[src/rtl/divider_sched_pkg.sv]
// Shared types and defaults for the two-requester divider scheduler.
package divider_sched_pkg;

  localparam int C_NUM_BITS_DEFAULT = 4;

  typedef enum logic [1:0] {
    IDLE,
    LOAD,
    RUN,
    RESP
  } state_e;

  typedef logic req_id_t;

endpackage

[src/rtl/divider_sched_arb.sv]
// Two-way round-robin arbiter; the pointer remembers who was served last.
module rr_arbiter_2
  import divider_sched_pkg::*;
(
  input  logic       clk_i,
  input  logic       rst_i,
  input  logic [1:0] req_i,
  input  logic       accept_i,
  output logic [1:0] grant_o
);

  req_id_t last_q;
  req_id_t last_d;

  // When both requesters are pending, the one not served last wins.
  always_comb begin
    grant_o = 2'b00;
    if (req_i[0] && (!req_i[1] || last_q)) begin
      grant_o[0] = 1'b1;
    end else if (req_i[1]) begin
      grant_o[1] = 1'b1;
    end
    last_d = last_q;
    if (accept_i) begin
      last_d = grant_o[1];
    end
  end

  // Reset to 1 so that requester 0 wins the first contest.
  always_ff @(posedge clk_i) begin
    if (rst_i) begin
      last_q <= 1'b1;
    end else begin
      last_q <= last_d;
    end
  end

endmodule

[src/rtl/divider_sched.sv]
// Schedules two requesters onto one shared iterative divider datapath.
// Optional divide-by-zero shortcut: define DIVIDER_SCHED_DIV_ZERO_EN (adds RSP_DZ).
module divider_sched
  import divider_sched_pkg::*;
#(
  parameter int C_NUM_BITS = C_NUM_BITS_DEFAULT
) (
  input  logic                  CK,
  input  logic                  R,
  input  logic                  REQ0_VALID,
  input  logic                  REQ1_VALID,
  output logic                  REQ0_READY,
  output logic                  REQ1_READY,
  input  logic [C_NUM_BITS-1:0] REQ0_A,
  input  logic [C_NUM_BITS-1:0] REQ0_B,
  input  logic [C_NUM_BITS-1:0] REQ1_A,
  input  logic [C_NUM_BITS-1:0] REQ1_B,
  output logic                  RSP_VALID,
  input  logic                  RSP_READY,
  output logic                  RSP_ID,
  output logic [C_NUM_BITS-1:0] RSP_Q,
  output logic [C_NUM_BITS-1:0] RSP_REM,
`ifdef DIVIDER_SCHED_DIV_ZERO_EN
  output logic                  RSP_DZ,
`endif
  output logic                  DP_E,
  output logic                  DP_LOAD,
  output logic [C_NUM_BITS-1:0] DP_A,
  output logic [C_NUM_BITS-1:0] DP_B,
  input  logic [C_NUM_BITS-1:0] DP_Q,
  input  logic [C_NUM_BITS-1:0] DP_REM
);

  localparam int CNT_W = $clog2(C_NUM_BITS + 1);
  localparam logic [CNT_W-1:0] CNT_LAST = CNT_W'(C_NUM_BITS);

  state_e                state_q, state_d;
  logic [CNT_W-1:0]      cnt_q, cnt_d;
  logic [C_NUM_BITS-1:0] a_q, b_q;
  logic [C_NUM_BITS-1:0] q_q, q_d;
  logic [C_NUM_BITS-1:0] rem_q, rem_d;
  logic [C_NUM_BITS-1:0] sel_a, sel_b;
  req_id_t               id_q;
  logic [1:0]            grant;
  logic                  in_idle;
  logic                  accept;
  logic                  cap_res;
`ifdef DIVIDER_SCHED_DIV_ZERO_EN
  logic                  dz_q, dz_d;
`endif

  rr_arbiter_2 u_arb (
    .clk_i   (CK),
    .rst_i   (R),
    .req_i   ({REQ1_VALID, REQ0_VALID}),
    .accept_i(accept),
    .grant_o (grant)
  );

  // Handshake is only offered while idle and not being reset.
  assign in_idle    = (state_q == IDLE) && !R;
  assign REQ0_READY = in_idle && grant[0];
  assign REQ1_READY = in_idle && grant[1];
  assign accept     = REQ0_READY || REQ1_READY;
  assign sel_a      = grant[1] ? REQ1_A : REQ0_A;
  assign sel_b      = grant[1] ? REQ1_B : REQ0_B;

  always_comb begin
    state_d   = state_q;
    cnt_d     = cnt_q;
    cap_res   = 1'b0;
    q_d       = DP_Q;
    rem_d     = DP_REM;
    DP_E      = 1'b0;
    DP_LOAD   = 1'b0;
    RSP_VALID = 1'b0;
`ifdef DIVIDER_SCHED_DIV_ZERO_EN
    dz_d      = 1'b0;
`endif
    unique case (state_q)
      IDLE: begin
        if (accept) begin
          state_d = LOAD;
`ifdef DIVIDER_SCHED_DIV_ZERO_EN
          // Zero divisor never touches the datapath; answer immediately.
          if (sel_b == '0) begin
            state_d = RESP;
            cap_res = 1'b1;
            q_d     = '1;
            rem_d   = sel_a;
            dz_d    = 1'b1;
          end
`endif
        end
      end
      LOAD: begin
        DP_E    = 1'b1;
        DP_LOAD = 1'b1;
        cnt_d   = '0;
        state_d = RUN;
      end
      RUN: begin
        DP_E  = 1'b1;
        cnt_d = cnt_q + 1'b1;
        if (cnt_d == CNT_LAST) begin
          state_d = RESP;
          cap_res = 1'b1;
        end
      end
      RESP: begin
        RSP_VALID = 1'b1;
        if (RSP_READY) begin
          state_d = IDLE;
        end
      end
      default: state_d = IDLE;
    endcase
  end

  always_ff @(posedge CK) begin
    if (R) begin
      state_q <= IDLE;
      cnt_q   <= '0;
      a_q     <= '0;
      b_q     <= '0;
      id_q    <= 1'b0;
      q_q     <= '0;
      rem_q   <= '0;
`ifdef DIVIDER_SCHED_DIV_ZERO_EN
      dz_q    <= 1'b0;
`endif
    end else begin
      state_q <= state_d;
      cnt_q   <= cnt_d;
      if (accept) begin
        a_q  <= sel_a;
        b_q  <= sel_b;
        id_q <= grant[1];
      end
      if (cap_res) begin
        q_q   <= q_d;
        rem_q <= rem_d;
`ifdef DIVIDER_SCHED_DIV_ZERO_EN
        dz_q  <= dz_d;
`endif
      end
    end
  end

  assign DP_A    = a_q;
  assign DP_B    = b_q;
  assign RSP_ID  = id_q;
  assign RSP_Q   = q_q;
  assign RSP_REM = rem_q;
`ifdef DIVIDER_SCHED_DIV_ZERO_EN
  assign RSP_DZ  = dz_q;
`endif

endmodule

[config.mk]
export PLATFORM = sky130hd
export DESIGN_NAME = divider_sched
export DESIGN_NICKNAME = d
export VERILOG_FILES = /design/src/rtl/divider_sched_pkg.sv /design/src/rtl/divider_sched_arb.sv /design/src/rtl/divider_sched.sv
export SDC_FILE = /design/constraint.sdc
export NUM_CORES = 1
export LEC_CHECK = 0
export CAP_MARGIN = 5
export CORE_MARGIN = 2
export CORE_UTILIZATION = 40
export CTS_BUF_LIST = sky130_fd_sc_hd__clkbuf_16
export CTS_CLUSTER_SIZE = 16
export DETAILED_ROUTE_END_ITERATION = 6
export PLACE_DENSITY = 0.79
export SYNTH_ARGS = -nofsm -noshare
export SYNTH_HDL_FRONTEND = slang
export SYNTH_HIERARCHICAL = 1
export SYNTH_SLANG_ARGS = --single-unit
[constraint.sdc]
create_clock -name CK -period 3.7 [get_ports CK]
set_input_delay 0.74 -clock CK [delete_from_list [all_inputs] [get_ports CK]]
set_output_delay 0.74 -clock CK [all_outputs]
set_load 0.05 [all_outputs]
==> metrics.txt <==
# TYPE chip_impl_metric gauge
chip_impl_info{name="run_status",value="complete, no violations"} 1
chip_impl_info{name="cts-root-buf",value="clkbuf_16"} 1
chip_impl_metric{name="drt-pass1-iter-count",unit=""} 4
chip_impl_metric{name="drt-initial-drc-count",unit=""} 9
chip_impl_metric{name="clkLatencyLatePin",unit="ns"} 0.25
chip_impl_metric{name="i_o_buffers",unit=""} 50
chip_impl_metric{name="synth_adder_area_share",unit="%"} 7.03
chip_impl_metric{name="crit_buf_inv",unit=""} 3
chip_impl_metric{name="drv_slew",unit=""} 0
chip_impl_metric{name="grt_pass1_vias",unit=""} 1029
chip_impl_metric{name="drive_above_1_share",unit="%"} 5.56
chip_impl_metric{name="drc",unit=""} 0
chip_impl_metric{name="antenna_cells_inserted",unit=""} 0
chip_impl_metric{name="synth_area",unit="um2"} 1070
chip_impl_metric{name="syn-num-nets",unit=""} 146
chip_impl_metric{name="tightest_slew",unit="ns"} 0.532
chip_impl_metric{name="achievable-frequency",unit="GHz"} 0.369
chip_impl_metric{name="slowest_delay",unit="ns"} 0.47
chip_impl_metric{name="slew-limit-headroom",unit="%"} 64.6
chip_impl_metric{name="internal-power",unit="uW"} 626
chip_impl_metric{name="io-pin-count",unit=""} 51
chip_impl_metric{name="grt_first_pass_wirelength",unit="um"} 4240
chip_impl_metric{name="finalHoldViolCount",unit=""} 0
chip_impl_metric{name="layout_setup_ws",unit="ns"} 0.993
chip_impl_metric{name="synth_seq_cells",unit=""} 23
chip_impl_metric{name="post_synth_num_cell_types",unit=""} 29
chip_impl_info{name="worst_path_max_delay_cell",value="clkdlybuf4s50_1"} 1
chip_impl_metric{name="hold_buf_cts",unit=""} 0
chip_impl_metric{name="cts_post_setup_buffers_inserted",unit=""} 0
chip_impl_metric{name="power.density",unit="nW/um2"} 612
chip_impl_metric{name="detailedPlace.worstSlack",unit="ns"} 0.990
chip_impl_metric{name="power.sequential.fraction",unit="%"} 30.1
chip_impl_info{name="synth.cells.most_frequent",value="dfxtp_1, nor2_1, mux2i_1"} 1
chip_impl_info{name="start_kind",value="primary input"} 1
chip_impl_info{name="yosys.cell_count.top_type",value="dfxtp_1"} 1
chip_impl_metric{name="post_drt_via_cell_ratio",unit=""} 5.15
chip_impl_metric{name="clock_tree.buffer_depth",unit=""} 2
chip_impl_metric{name="synth_compound_gate_area_share",unit="%"} 15.3
chip_impl_info{name="hp-class",value="reg -> reg"} 1
chip_impl_metric{name="syn_area_per_cell",unit="um2"} 9.63
chip_impl_metric{name="timing.max_cap.violations",unit=""} 0
chip_impl_metric{name="gpl.final_weighted_congestion",unit=""} 0.772
chip_impl_metric{name="ys.warnings.count",unit=""} 6
chip_impl_metric{name="netSwitchingPower",unit="uW"} 410
chip_impl_metric{name="worst_ep_required_time",unit="ns"} 2.96
chip_impl_info{name="synthTopCellsByArea",value="dfxtp_1, mux2i_1, ha_1"} 1
chip_impl_metric{name="finalSetupViolations",unit=""} 0
chip_impl_metric{name="finalCritPeriodShare",unit="%"} 73.2
chip_impl_info{name="cp-end-kind",value="primary output"} 1
chip_impl_metric{name="antenna_left",unit=""} 0
chip_impl_metric{name="clkSinkCount",unit=""} 23
chip_impl_metric{name="detailedPlacementHpwl",unit="um"} 1930
chip_impl_info{name="synth_ff_type",value="dfxtp_1"} 1
chip_impl_metric{name="power.clock.fraction",unit="%"} 22.1
chip_impl_metric{name="clk_pin_slew",unit="ns"} 0.06
chip_impl_metric{name="start_util",unit="%"} 42.7
chip_impl_metric{name="power.combinational.fraction",unit="%"} 47.8
chip_impl_metric{name="number_of_flops_mapped_to_enable_cells_by_yosys",unit=""} 0
chip_impl_metric{name="worst-endpoint-arrival",unit="ns"} 1.97
chip_impl_metric{name="numCtsBuffers",unit=""} 3
chip_impl_metric{name="worst-path-max-fanout",unit=""} 12
chip_impl_metric{name="ir_worst_vdd",unit="uV"} 398
chip_impl_metric{name="finalWirelength",unit="um"} 2520
chip_impl_metric{name="totalNegativeSetupSlack",unit="ns"} 0
chip_impl_metric{name="final_core_utilization",unit="%"} 67.6
chip_impl_info{name="worstSetupPathType",value="in -> out"} 1
chip_impl_info{name="cts_tree",value="yes"} 1
chip_impl_info{name="rsz0062_at_grt",value="no"} 1
chip_impl_metric{name="floorplan.core_area",unit="um2"} 2500
chip_impl_metric{name="final_period_minus_worst_setup_slack",unit="ns"} 2.71
chip_impl_metric{name="syn2layout_area_growth",unit="%"} 58.2
chip_impl_metric{name="gr-usage-all-layers",unit="%"} 16.9
chip_impl_metric{name="dr_total_vias",unit=""} 988
chip_impl_metric{name="synth-xor-area-share",unit="%"} 0.820
chip_impl_info{name="path_delay_family",value="buffers and inverters"} 1
chip_impl_metric{name="synth.yosys.seq_area_share",unit="%"} 43.1
chip_impl_metric{name="cts_max_level",unit=""} 1
chip_impl_metric{name="maximum_number_of_pins_on_one_net_before_global_route_repair",unit=""} 26
chip_impl_info{name="main_combinational_cell_family_by_area_after_synthesis",value="compound AO/OA/AOI/OAI gates"} 1
chip_impl_metric{name="async_flop_share",unit="%"} 0
chip_impl_metric{name="dieHeight",unit="um"} 55.7
chip_impl_metric{name="die_x",unit="um"} 55.7
chip_impl_metric{name="post_drt_wl_per_cell",unit="um"} 13.1
chip_impl_metric{name="synth_simple_gate_area_share",unit="%"} 13.5
chip_impl_metric{name="antenna_violations_before_repair",unit=""} 0
chip_impl_info{name="biggest_area_consumer_among_synthesized_cells",value="dfxtp_1"} 1
chip_impl_info{name="worstPathCellList",value="clkdlybuf4s50_1, a21boi_1, buf_4, and2_1, buf_12"} 1
chip_impl_metric{name="fp-row-count",unit=""} 18
chip_impl_metric{name="syn_inst",unit=""} 111
chip_impl_metric{name="leakagePower",unit="uW"} 0.000736
chip_impl_metric{name="finish.net_count",unit=""} 198
chip_impl_metric{name="fin_skew",unit="ns"} 0.00391
chip_impl_metric{name="synth.top_cell.area_share",unit="%"} 43.1
chip_impl_metric{name="overflow",unit=""} 0
chip_impl_metric{name="die-area",unit="um2"} 3100
chip_impl_metric{name="cts-resized-gates",unit=""} 0
chip_impl_metric{name="post_synth_mux_area_share",unit="%"} 15.0
chip_impl_metric{name="netSwitchingFraction",unit="%"} 39.6
-- cell type report --
class,instances,area [um2]
clock inverter,1,3.75
inverter,7,26.3
clock buffer,3,75.1
fill,201,810
tap,30,37.5
multi-input combinational,76,552
timing repair buffer,52,536
sequential,23,460
-- flip-flops by register name, indices dropped and copies added, names as in the netlist --
| name | flops |
|---|---|
| RSP_REM | 4 |
| DP_B | 4 |
| RSP_ID | 1 |
| state_q | 2 |
| cnt_q | 3 |
| u_arb/last_q | 1 |
| RSP_Q | 4 |
| DP_A | 4 |
-- final timing paths --
path,start,to,slack [ns],depth (start not counted)
max,REQ1_VALID,REQ1_READY,0.99,5
max reg2reg,state_q[1],u_arb/last_q,1.87,6
min reg2reg,cnt_q[1],cnt_q[1],0.50,2
min,cnt_q[1],cnt_q[1],0.50,2
-- worst reg2reg max path, cell delays in order (launching register included) --
cell	delay (ns)
dfxtp_1	0.33
inv_1	0.10
ha_1	0.20
nor2b_1	0.22
o21a_1	0.50
nor2b_1	0.10
a211o_1	0.28
-- power groups by stage --
stage | registers (uW) | clock network (uW) | logic [uW]
floorplan | 398 | 0 | 262
global placement | 315 | 0 | 485
detailed placement | 318 | 0 | 499
CTS | 312 | 235 | 501
global route | 316 | 245 | 532
finish | 312 | 228 | 495
-- placed cells by master (no fill, tap or decap) --
cell type	synthesis	final
clkdlybuf4s50_1	0	48
dfxtp_1	23	23
nor2_1	19	19
mux2i_1	16	16
inv_1	7	8
a211oi_1	8	8
ha_1	6	6
a21oi_1	4	4
clkbuf_16	0	3
nor2b_1	2	2
o21ai_0	2	2
nand2b_1	2	2
nand3_1	2	2
buf_12	0	2
buf_4	2	2
o21a_1	1	1
nand2_1	1	1
and2_1	1	1
xor2_1	1	1
nand3_2	1	1
a31o_2	1	1
o21bai_1	1	1
a22o_1	1	1
o311a_1	1	1
nand3b_1	1	1
or4b_1	1	1
o31ai_1	1	1
a21boi_1	1	1
a21boi_0	1	1
a211o_1	1	1
-- cells by family (layout without fill, tap and decap cells) --
logic type | count (synthesis) | after routing
simple gates | 30 | 30
buf+inv | 12 | 63
mux | 16 | 16
flops | 23 | 23
fa+ha+maj | 6 | 6
xor+xnor | 1 | 1
compound gates | 23 | 23
-- per-stage QoR --
step                std cells  area, um2  power [uW]  hold WS, ns
CTS                       192       1690        1050        0.502
global route              192       1690        1090        0.521
finish                    192       1690        1040        0.496
floorplan                 111       1070         660        0.467
global placement          188       1610         800        0.472
detailed placement        188       1610         816        0.492
-- layer usage --
layer  wire (um)  vias up  GRT usage [%]
met4          36        0           6.27
met2        1310       34           32.5
met3         161        6           3.72
met5           0        -              0
li1            -      491              -
met1        1020      457           17.6
No activity file was read; power rests on OpenSTA's default activity.
